[src/rtl/sd_init_sequencer_if.sv]
// sd_init_sequencer_if - command request / response channel between the init sequencer and the SD command engine
//
// master : the init sequencer (drives the command, consumes the response)
// slave  : the bit-level command/response engine
//   cmd_valid/cmd_ready        command handshake, transfer = valid & ready
//   cmd_index/arg/crc/resp_long command fields, held stable while cmd_valid is high
//   resp_valid/resp_timeout    1-cycle response or no-response pulse
//   resp_data                  [39:32] R1, [31:0] payload of R3/R7
interface sd_init_sequencer_if;
    logic        cmd_valid;
    logic        cmd_ready;
    logic [5:0]  cmd_index;
    logic [31:0] cmd_arg;
    logic [6:0]  cmd_crc;
    logic        cmd_resp_long;
    logic        resp_valid;
    logic        resp_timeout;
    logic [39:0] resp_data;

    modport master (
        output cmd_valid, cmd_index, cmd_arg, cmd_crc, cmd_resp_long,
        input  cmd_ready, resp_valid, resp_timeout, resp_data
    );

    modport slave (
        input  cmd_valid, cmd_index, cmd_arg, cmd_crc, cmd_resp_long,
        output cmd_ready, resp_valid, resp_timeout, resp_data
    );
endinterface

[src/rtl/sd_init_sequencer.sv]
// sd_init_sequencer - SD card SPI-mode power-up sequencer (CMD0, CMD8, CMD55+ACMD41 loop, optional CMD58)
//
// Ports:
//   clk, rst_n   clock and asynchronous active-low reset
//   start        1-cycle pulse, begins init from IDLE/DONE/ERROR, ignored while busy
//   cmd          sd_init_sequencer_if.master, command/response channel to the engine
//   busy         sequence in progress
//   init_done    sticky card-ready flag
//   init_error   sticky failure flag, err_code gives the cause
//   err_code     1 CMD0, 2 CMD8, 3 CMD55, 4 ACMD41, 5 CMD58, 6 timeout, 7 R1 framing
//   card_v2      card echoed the CMD8 check pattern
//   card_hc      high-capacity card
//   clk_fast     0 = 400 kHz SD clock divider, 1 = 25 MHz divider
//
// Build option: SD_INIT_OCR_READ_EN adds the CMD58 OCR read and takes card_hc from OCR[30];
// without it ACMD41 success goes straight to DONE and card_hc follows card_v2.
module sd_init_sequencer #(
    parameter int unsigned POWERUP_CYCLES    = 100000,
    parameter int unsigned CMD0_RETRIES      = 10,
    parameter int unsigned ACMD41_RETRIES    = 1000,
    parameter int unsigned ACMD41_GAP_CYCLES = 100000
) (
    input  logic                       clk,
    input  logic                       rst_n,
    input  logic                       start,
    sd_init_sequencer_if.master        cmd,
    output logic                       busy,
    output logic                       init_done,
    output logic                       init_error,
    output logic [3:0]                 err_code,
    output logic                       card_v2,
    output logic                       card_hc,
    output logic                       clk_fast
);

    typedef enum logic [3:0] {
        IDLE, PWRUP, CMD0, CMD0_R, CMD8, CMD8_R, CMD55, CMD55_R,
        ACMD41, ACMD41_R, GAP, CMD58, CMD58_R, DONE, ERROR
    } state_t;

    state_t      state;
    logic [31:0] cyc;      // power-up and inter-ACMD41 delay counter
    logic [31:0] tries;    // failed attempts of the command currently being retried

    // Fields of the command owned by the current state; registered into the interface below.
    logic        is_cmd;
    logic [5:0]  c_index;
    logic [31:0] c_arg;
    logic [6:0]  c_crc;
    logic        c_long;
    state_t      c_resp_state;

    logic [7:0]  r1;
    assign r1 = cmd.resp_data[39:32];

    always_comb begin
        is_cmd       = 1'b1;
        c_index      = 6'd0;
        c_arg        = 32'h0;
        c_crc        = 7'h7F;
        c_long       = 1'b0;
        c_resp_state = IDLE;
        case (state)
            CMD0:   begin c_crc = 7'h4A; c_resp_state = CMD0_R; end
            CMD8:   begin
                c_index = 6'd8; c_arg = 32'h0000_01AA; c_crc = 7'h43;
                c_long = 1'b1; c_resp_state = CMD8_R;
            end
            CMD55:  begin c_index = 6'd55; c_resp_state = CMD55_R; end
            ACMD41: begin
                c_index = 6'd41; c_resp_state = ACMD41_R;
                c_arg   = card_v2 ? 32'h4000_0000 : 32'h0;   // HCS only offered to v2 cards
            end
            CMD58:  begin c_index = 6'd58; c_long = 1'b1; c_resp_state = CMD58_R; end
            default: is_cmd = 1'b0;
        endcase
    end

    always_ff @(posedge clk or negedge rst_n) begin
        if (!rst_n) begin
            state             <= IDLE;
            cyc               <= 32'd0;
            tries             <= 32'd0;
            cmd.cmd_valid     <= 1'b0;
            cmd.cmd_index     <= 6'd0;
            cmd.cmd_arg       <= 32'h0;
            cmd.cmd_crc       <= 7'h0;
            cmd.cmd_resp_long <= 1'b0;
            busy              <= 1'b0;
            init_done         <= 1'b0;
            init_error        <= 1'b0;
            err_code          <= 4'd0;
            card_v2           <= 1'b0;
            card_hc           <= 1'b0;
            clk_fast          <= 1'b0;
        end else if (is_cmd) begin
            cmd.cmd_valid     <= 1'b1;
            cmd.cmd_index     <= c_index;
            cmd.cmd_arg       <= c_arg;
            cmd.cmd_crc       <= c_crc;
            cmd.cmd_resp_long <= c_long;
            if (cmd.cmd_valid && cmd.cmd_ready) begin
                cmd.cmd_valid <= 1'b0;
                state         <= c_resp_state;
            end
        end else begin
            case (state)
                IDLE, DONE, ERROR: begin
                    if (state == DONE) begin
                        init_done <= 1'b1;
                        clk_fast  <= 1'b1;
                        busy      <= 1'b0;
                    end
                    if (state == ERROR) begin
                        init_error <= 1'b1;
                        clk_fast   <= 1'b0;
                        busy       <= 1'b0;
                    end
                    if (start) begin
                        state      <= PWRUP;
                        cyc        <= 32'd0;
                        tries      <= 32'd0;
                        busy       <= 1'b1;
                        init_done  <= 1'b0;
                        init_error <= 1'b0;
                        err_code   <= 4'd0;
                        card_v2    <= 1'b0;
                        card_hc    <= 1'b0;
                        clk_fast   <= 1'b0;
                    end
                end
                PWRUP: begin
                    if (cyc == POWERUP_CYCLES - 1) begin
                        cyc   <= 32'd0;
                        state <= CMD0;
                    end else begin
                        cyc <= cyc + 32'd1;
                    end
                end
                GAP: begin
                    if (cyc == ACMD41_GAP_CYCLES - 1) begin
                        cyc   <= 32'd0;
                        state <= CMD55;
                    end else begin
                        cyc <= cyc + 32'd1;
                    end
                end
                default: begin
                    // *_R states; timeout has priority over a simultaneous response
                    if (cmd.resp_timeout) begin
                        if (state == CMD0_R) begin
                            if (tries == CMD0_RETRIES - 1) begin
                                err_code <= 4'd1; state <= ERROR;
                            end else begin
                                tries <= tries + 32'd1; state <= CMD0;
                            end
                        end else begin
                            err_code <= 4'd6; state <= ERROR;
                        end
                    end else if (cmd.resp_valid) begin
                        if (r1[7]) begin
                            err_code <= 4'd7; state <= ERROR;
                        end else begin
                            case (state)
                                CMD0_R: begin
                                    if (r1 == 8'h01) begin
                                        tries <= 32'd0; state <= CMD8;
                                    end else if (tries == CMD0_RETRIES - 1) begin
                                        err_code <= 4'd1; state <= ERROR;
                                    end else begin
                                        tries <= tries + 32'd1; state <= CMD0;
                                    end
                                end
                                CMD8_R: begin
                                    if (r1 == 8'h01 && cmd.resp_data[11:0] == 12'h1AA) begin
                                        card_v2 <= 1'b1; state <= CMD55;
                                    end else if (r1[2]) begin
                                        // illegal command: v1 card that does not know CMD8
                                        card_v2 <= 1'b0; state <= CMD55;
                                    end else begin
                                        err_code <= 4'd2; state <= ERROR;
                                    end
                                end
                                CMD55_R: begin
                                    if (r1 == 8'h00 || r1 == 8'h01) state <= ACMD41;
                                    else begin err_code <= 4'd3; state <= ERROR; end
                                end
                                ACMD41_R: begin
                                    if (r1 == 8'h00) begin
`ifdef SD_INIT_OCR_READ_EN
                                        state <= CMD58;
`else
                                        card_hc <= card_v2;
                                        state   <= DONE;
`endif
                                    end else if (r1 == 8'h01 && tries != ACMD41_RETRIES - 1) begin
                                        tries <= tries + 32'd1;
                                        cyc   <= 32'd0;
                                        state <= GAP;
                                    end else begin
                                        err_code <= 4'd4; state <= ERROR;
                                    end
                                end
                                CMD58_R: begin
                                    if (r1 == 8'h00) begin
                                        card_hc <= cmd.resp_data[30]; state <= DONE;
                                    end else begin
                                        err_code <= 4'd5; state <= ERROR;
                                    end
                                end
                                default: state <= IDLE;
                            endcase
                        end
                    end
                end
            endcase
        end
    end

endmodule
[src/flat_wrapper.sv]
// flat-port wrapper written by rule: the top's interface ports become plain ports
module sd_init_sequencer_flat 
#(
    parameter int unsigned POWERUP_CYCLES    = 100000,
    parameter int unsigned CMD0_RETRIES      = 10,
    parameter int unsigned ACMD41_RETRIES    = 1000,
    parameter int unsigned ACMD41_GAP_CYCLES = 100000
)
  (clk, rst_n, start, busy, init_done, init_error, err_code, card_v2, card_hc, clk_fast, cmd_cmd_valid, cmd_cmd_index, cmd_cmd_arg, cmd_cmd_crc, cmd_cmd_resp_long, cmd_cmd_ready, cmd_resp_valid, cmd_resp_timeout, cmd_resp_data);
  sd_init_sequencer_if cmd_i ();
  input  logic clk;
  input  logic rst_n;
  input  logic start;
  output logic busy;
  output logic init_done;
  output logic init_error;
  output logic [3:0] err_code;
  output logic card_v2;
  output logic card_hc;
  output logic clk_fast;
  output wire logic [$bits(cmd_i.cmd_valid)-1:0] cmd_cmd_valid;
  output wire logic [$bits(cmd_i.cmd_index)-1:0] cmd_cmd_index;
  output wire logic [$bits(cmd_i.cmd_arg)-1:0] cmd_cmd_arg;
  output wire logic [$bits(cmd_i.cmd_crc)-1:0] cmd_cmd_crc;
  output wire logic [$bits(cmd_i.cmd_resp_long)-1:0] cmd_cmd_resp_long;
  input wire logic [$bits(cmd_i.cmd_ready)-1:0] cmd_cmd_ready;
  input wire logic [$bits(cmd_i.resp_valid)-1:0] cmd_resp_valid;
  input wire logic [$bits(cmd_i.resp_timeout)-1:0] cmd_resp_timeout;
  input wire logic [$bits(cmd_i.resp_data)-1:0] cmd_resp_data;
  assign cmd_cmd_valid = cmd_i.cmd_valid;
  assign cmd_cmd_index = cmd_i.cmd_index;
  assign cmd_cmd_arg = cmd_i.cmd_arg;
  assign cmd_cmd_crc = cmd_i.cmd_crc;
  assign cmd_cmd_resp_long = cmd_i.cmd_resp_long;
  assign cmd_i.cmd_ready = cmd_cmd_ready;
  assign cmd_i.resp_valid = cmd_resp_valid;
  assign cmd_i.resp_timeout = cmd_resp_timeout;
  assign cmd_i.resp_data = cmd_resp_data;
  sd_init_sequencer #(.POWERUP_CYCLES(POWERUP_CYCLES), .CMD0_RETRIES(CMD0_RETRIES), .ACMD41_RETRIES(ACMD41_RETRIES), .ACMD41_GAP_CYCLES(ACMD41_GAP_CYCLES)) u_core (.clk(clk), .rst_n(rst_n), .start(start), .cmd(cmd_i), .busy(busy), .init_done(init_done), .init_error(init_error), .err_code(err_code), .card_v2(card_v2), .card_hc(card_hc), .clk_fast(clk_fast));
endmodule
[config.mk]
export PLATFORM = sky130hd
export DESIGN_NAME = sd_init_sequencer_flat
export DESIGN_NICKNAME = d
export VERILOG_FILES = /design/src/rtl/sd_init_sequencer_if.sv /design/src/rtl/sd_init_sequencer.sv /design/src/flat_wrapper.sv
export SDC_FILE = /design/constraint.sdc
export NUM_CORES = 1
export LEC_CHECK = 0
export ABC_AREA = 1
export BUFFER_PORTS_ARGS = -buffer_cell sky130_fd_sc_hd__buf_2
export CORE_MARGIN = 2
export CORE_UTILIZATION = 63
export DETAILED_ROUTE_END_ITERATION = 12
export GPL_TIMING_DRIVEN = 0
export HOLD_SLACK_MARGIN = 0.06
export PLACE_DENSITY = 0.89
export SLEW_MARGIN = 20
export SYNTH_ARGS = -nofsm -noshare
export SYNTH_HDL_FRONTEND = slang
export SYNTH_SLANG_ARGS = --single-unit
[constraint.sdc]
create_clock -name clk -period 3.46 [get_ports clk]
set_clock_uncertainty 0.1 [all_clocks]
set_input_delay 0.173 -clock clk [delete_from_list [all_inputs] [get_ports clk]]
set_output_delay 0.173 -clock clk [all_outputs]
set_load 0.01 [all_outputs]
==> flow_summary.json <==
{
  "fp.dieW_um": 108,
  "synthFlopType": "dfrtp_1",
  "post-route-min-period_ns": 2.54,
  "worst_setup_path_end_kind": "flip-flop",
  "yosysWarnings": 0,
  "drt_iter0_drc": 664,
  "grt_pass1_vias": 6549,
  "overflow": 0,
  "track_usage_pct": 32.4,
  "cts_sinks": 91,
  "cts_buffers": 9,
  "n_fill_cell": 888,
  "maxSlewHeadroom_pct": 53.7,
  "peakVddDrop_v": 0.000179,
  "routedWlPerCell_um": 14.0,
  "core_um2": 10400,
  "crit_path_start_kind": "flip-flop",
  "p_sw_share_pct": 23.4,
  "routed_wl_mm": 18.2,
  "max-clock-path-buffers": 2,
  "dpl.hpwl_mm": 14.0,
  "vias": 7127,
  "grt_max_degree": 58,
  "port_buffers": 56,
  "nets": 1211,
  "dp.cells": 1283,
  "crit_type": "reg -> reg",
  "cts_tree": "done",
  "fin_crit_sh_pct": 73.5,
  "start_util_pct": 65.3,
  "post_cts_buffers": 0,
  "setup_viol": 0,
  "yosysSeqAreaShare_pct": 33.6,
  "fin_cells": 1303,
  "max_freq_ghz": 0.393,
  "crit_fanout": 5,
  "synthCells": 1065,
  "diodes": 0,
  "totalNegativeSetupSlack_ns": 0,
  "ioPinCount": 103,
  "gp_congestion": 1.03,
  "ant_nets": 0,
  "hp-class": "in -> reg",
  "core.rowCount": 37,
  "firstDrtPassIters": 6,
  "die_h_um": 108,
  "routed_via_density": 5.47,
  "area_growth_pct": 12.1,
  "crit_arrival_ns": 2.72,
  "hold_viol": 0,
  "async_flop_share_pct": 100,
  "leakage_uw": 0.00388,
  "p_clk_share_pct": 39.5,
  "holdWs_ns": 0.0675,
  "drv_cap": 0,
  "clkLatencyLatePin_ns": 0.38,
  "p_int_uw": 1480,
  "rsz0062_at_grt": "no",
  "synthesis.area_um2": 6780,
  "syn_avg_cell_area_um2": 6.36,
  "ys_types": 42,
  "cp_data_required_time_ns": 3.63,
  "clkTransAtPathRegs_ns": 0.09,
  "power.density_nw_per_um2": 254,
  "die_area_um2": 11600,
  "ys_ff_latch": 91,
  "synth_edf_count": 0,
  "outcome": "finished, final reports clean",
  "grt_pass1_wl_mm": 30.0,
  "seq_power_share_pct": 55.1,
  "cts_max_level": 3,
  "cts_root_buffer": "clkbuf_8",
  "antenna_found_initial": 0,
  "drc": 0,
  "tightest_slew_ns": 0.689,
  "drive_gt1_share_pct": 12.4,
  "power_frac_comb_pct": 5.4,
  "power.switching_uw": 451,
  "drv_slew": 0
}
==> through the flow <==
step           total power [uW]  setup slack, ns  instance area (um^2)  utilization (%)
5_1_grt                    1990            0.776                  7590             73.2
3_5_place_dp               1180            0.952                  7350             70.9
2_1_floorplan              1140             1.56                  6870                -
3_3_place_gp               1180            0.955                  7320             70.6
6_report                   1930            0.918                  7590             73.2
4_1_cts                    1930            0.941                  7590             73.2
==> cell usage after synthesis, types with 2 or more instances <==
library cell  count  share of area, %
o21ai_1          20               1.5
ha_1              3              0.55
o31ai_1           6              0.66
xor2_1           27               3.5
xnor2_1           2              0.26
buf_4            38               4.2
dfrtp_1          91                34
buf_6             2              0.33
nand4_1          18               1.7
buf_2             5              0.37
o21a_1            3              0.33
nor2_1          160               8.9
o21ai_0          31               2.3
nor2_2            6              0.55
a31oi_1          16               1.5
a21oi_1          19               1.4
nand2_1         334                19
nand3_1          82               6.1
nand2_2           5              0.46
nor4_1           12               1.1
nor3_1           36               2.7
clkbuf_1         10              0.55
nand3b_1          2              0.22
inv_2             9              0.50
inv_1           111               6.1
==> worst paths after layout <==
kind	from	endpoint	slack, ns	depth (start not counted)
worst max-delay path	u_core.tries[0]	u_core.tries[20]	0.92	10
worst min-delay path	cmd_resp_data[30]	u_core.card_hc	0.07	5
worst max register to register	u_core.tries[0]	u_core.tries[20]	0.92	10
worst min register to register	u_core.cmd.cmd_index[2]	u_core.cmd.cmd_index[2]	0.39	2
max in group asynchronous	rst_n	u_core.err_code[2]	2.42	3
min in group asynchronous	rst_n	u_core.cyc[8]	0.21	2
==> sequential cells by signal, summed over array words and instances, names as in the netlist <==
register and flops:
u_core.busy 1, u_core.card_hc 1, u_core.card_v2 1, u_core.clk_fast 1
u_core.cmd.cmd_arg 2, u_core.cmd.cmd_crc 4, u_core.cmd.cmd_index 5, u_core.cmd.cmd_resp_long 1
u_core.cmd.cmd_valid 1, u_core.cyc 32, u_core.err_code 4, u_core.init_done 1
u_core.init_error 1, u_core.state 4, u_core.tries 32
==> final cells by class <==
class,count,area (um^2),area share (%)
Buffer,56,374,4.93
Clock buffer,12,155,2.04
Clock inverter,4,48.8,0.643
Inverter,122,460,6.06
Multi-Input combinational cell,821,3760,49.5
Sequential cell,91,2280,30.0
Tap cell,136,170,2.24
Timing Repair Buffer,61,350,4.61
==> worst max-delay path, stage by stage (launching register included) <==
cell     delay [ns]
dfrtp_1        0.43
ha_1           0.23
nand2_1        0.09
nor2_1         0.26
nand2_1        0.22
nor3_1         0.58
nand3_1        0.13
nor2_1         0.14
nand3_1        0.08
nand3_1        0.11
nand2_1        0.06
==> routing by layer <==
layer | track usage (%) | part of all wire [%] | vias to the layer above
met5 | 0 | 0 | -
met4 | 14.5 | 3.2 | 0
met3 | 3.63 | 7.4 | 51
met2 | 53.5 | 48 | 320
met1 | 42.9 | 42 | 3213
li1 | - | - | 3543
==> timing repair <==
action,4_1_cts,5_1_grt
endpoints found under the hold margin,61,0
hold buffers,4,0
gates resized for setup,0,0
==> cell families after synthesis <==
family | count (synthesis) | share of synthesized area (%)
other cells | 1 | 0.0553
compound gates | 101 | 8.46
fa+ha+maj | 3 | 0.554
xor+xnor | 29 | 3.75
simple gates | 662 | 41.3
flops | 91 | 33.6
buf+inv | 178 | 12.3
==> power by group through the flow <==
| stage | Combinational, uW | Clock [uW] | Sequential (uW) |
|---|---|---|---|
| final | 104 | 763 | 1060 |
| after global routing | 117 | 807 | 1060 |
| after CTS | 103 | 763 | 1060 |
| after detailed placement | 100 | 0 | 1080 |
| after global placement | 94.6 | 0 | 1080 |
| after floorplan | 53.9 | 0 | 1090 |
==> cells in the final DEF (no fill, tap or decap), drive strengths merged, types with 16 or more instances in the layout <==
cell type  synthesis  layout
inv              121     121
nor3              37      37
nand2            339     339
conb               1      26
nand3             84      84
clkbuf            10      22
xor2              27      27
buf               46     103
a31oi             16      16
o21ai             51      51
nand4             19      19
dfrtp             91      91
nor2             167     167
a21oi             20      20
No activity file was read; power rests on OpenSTA's default activity.
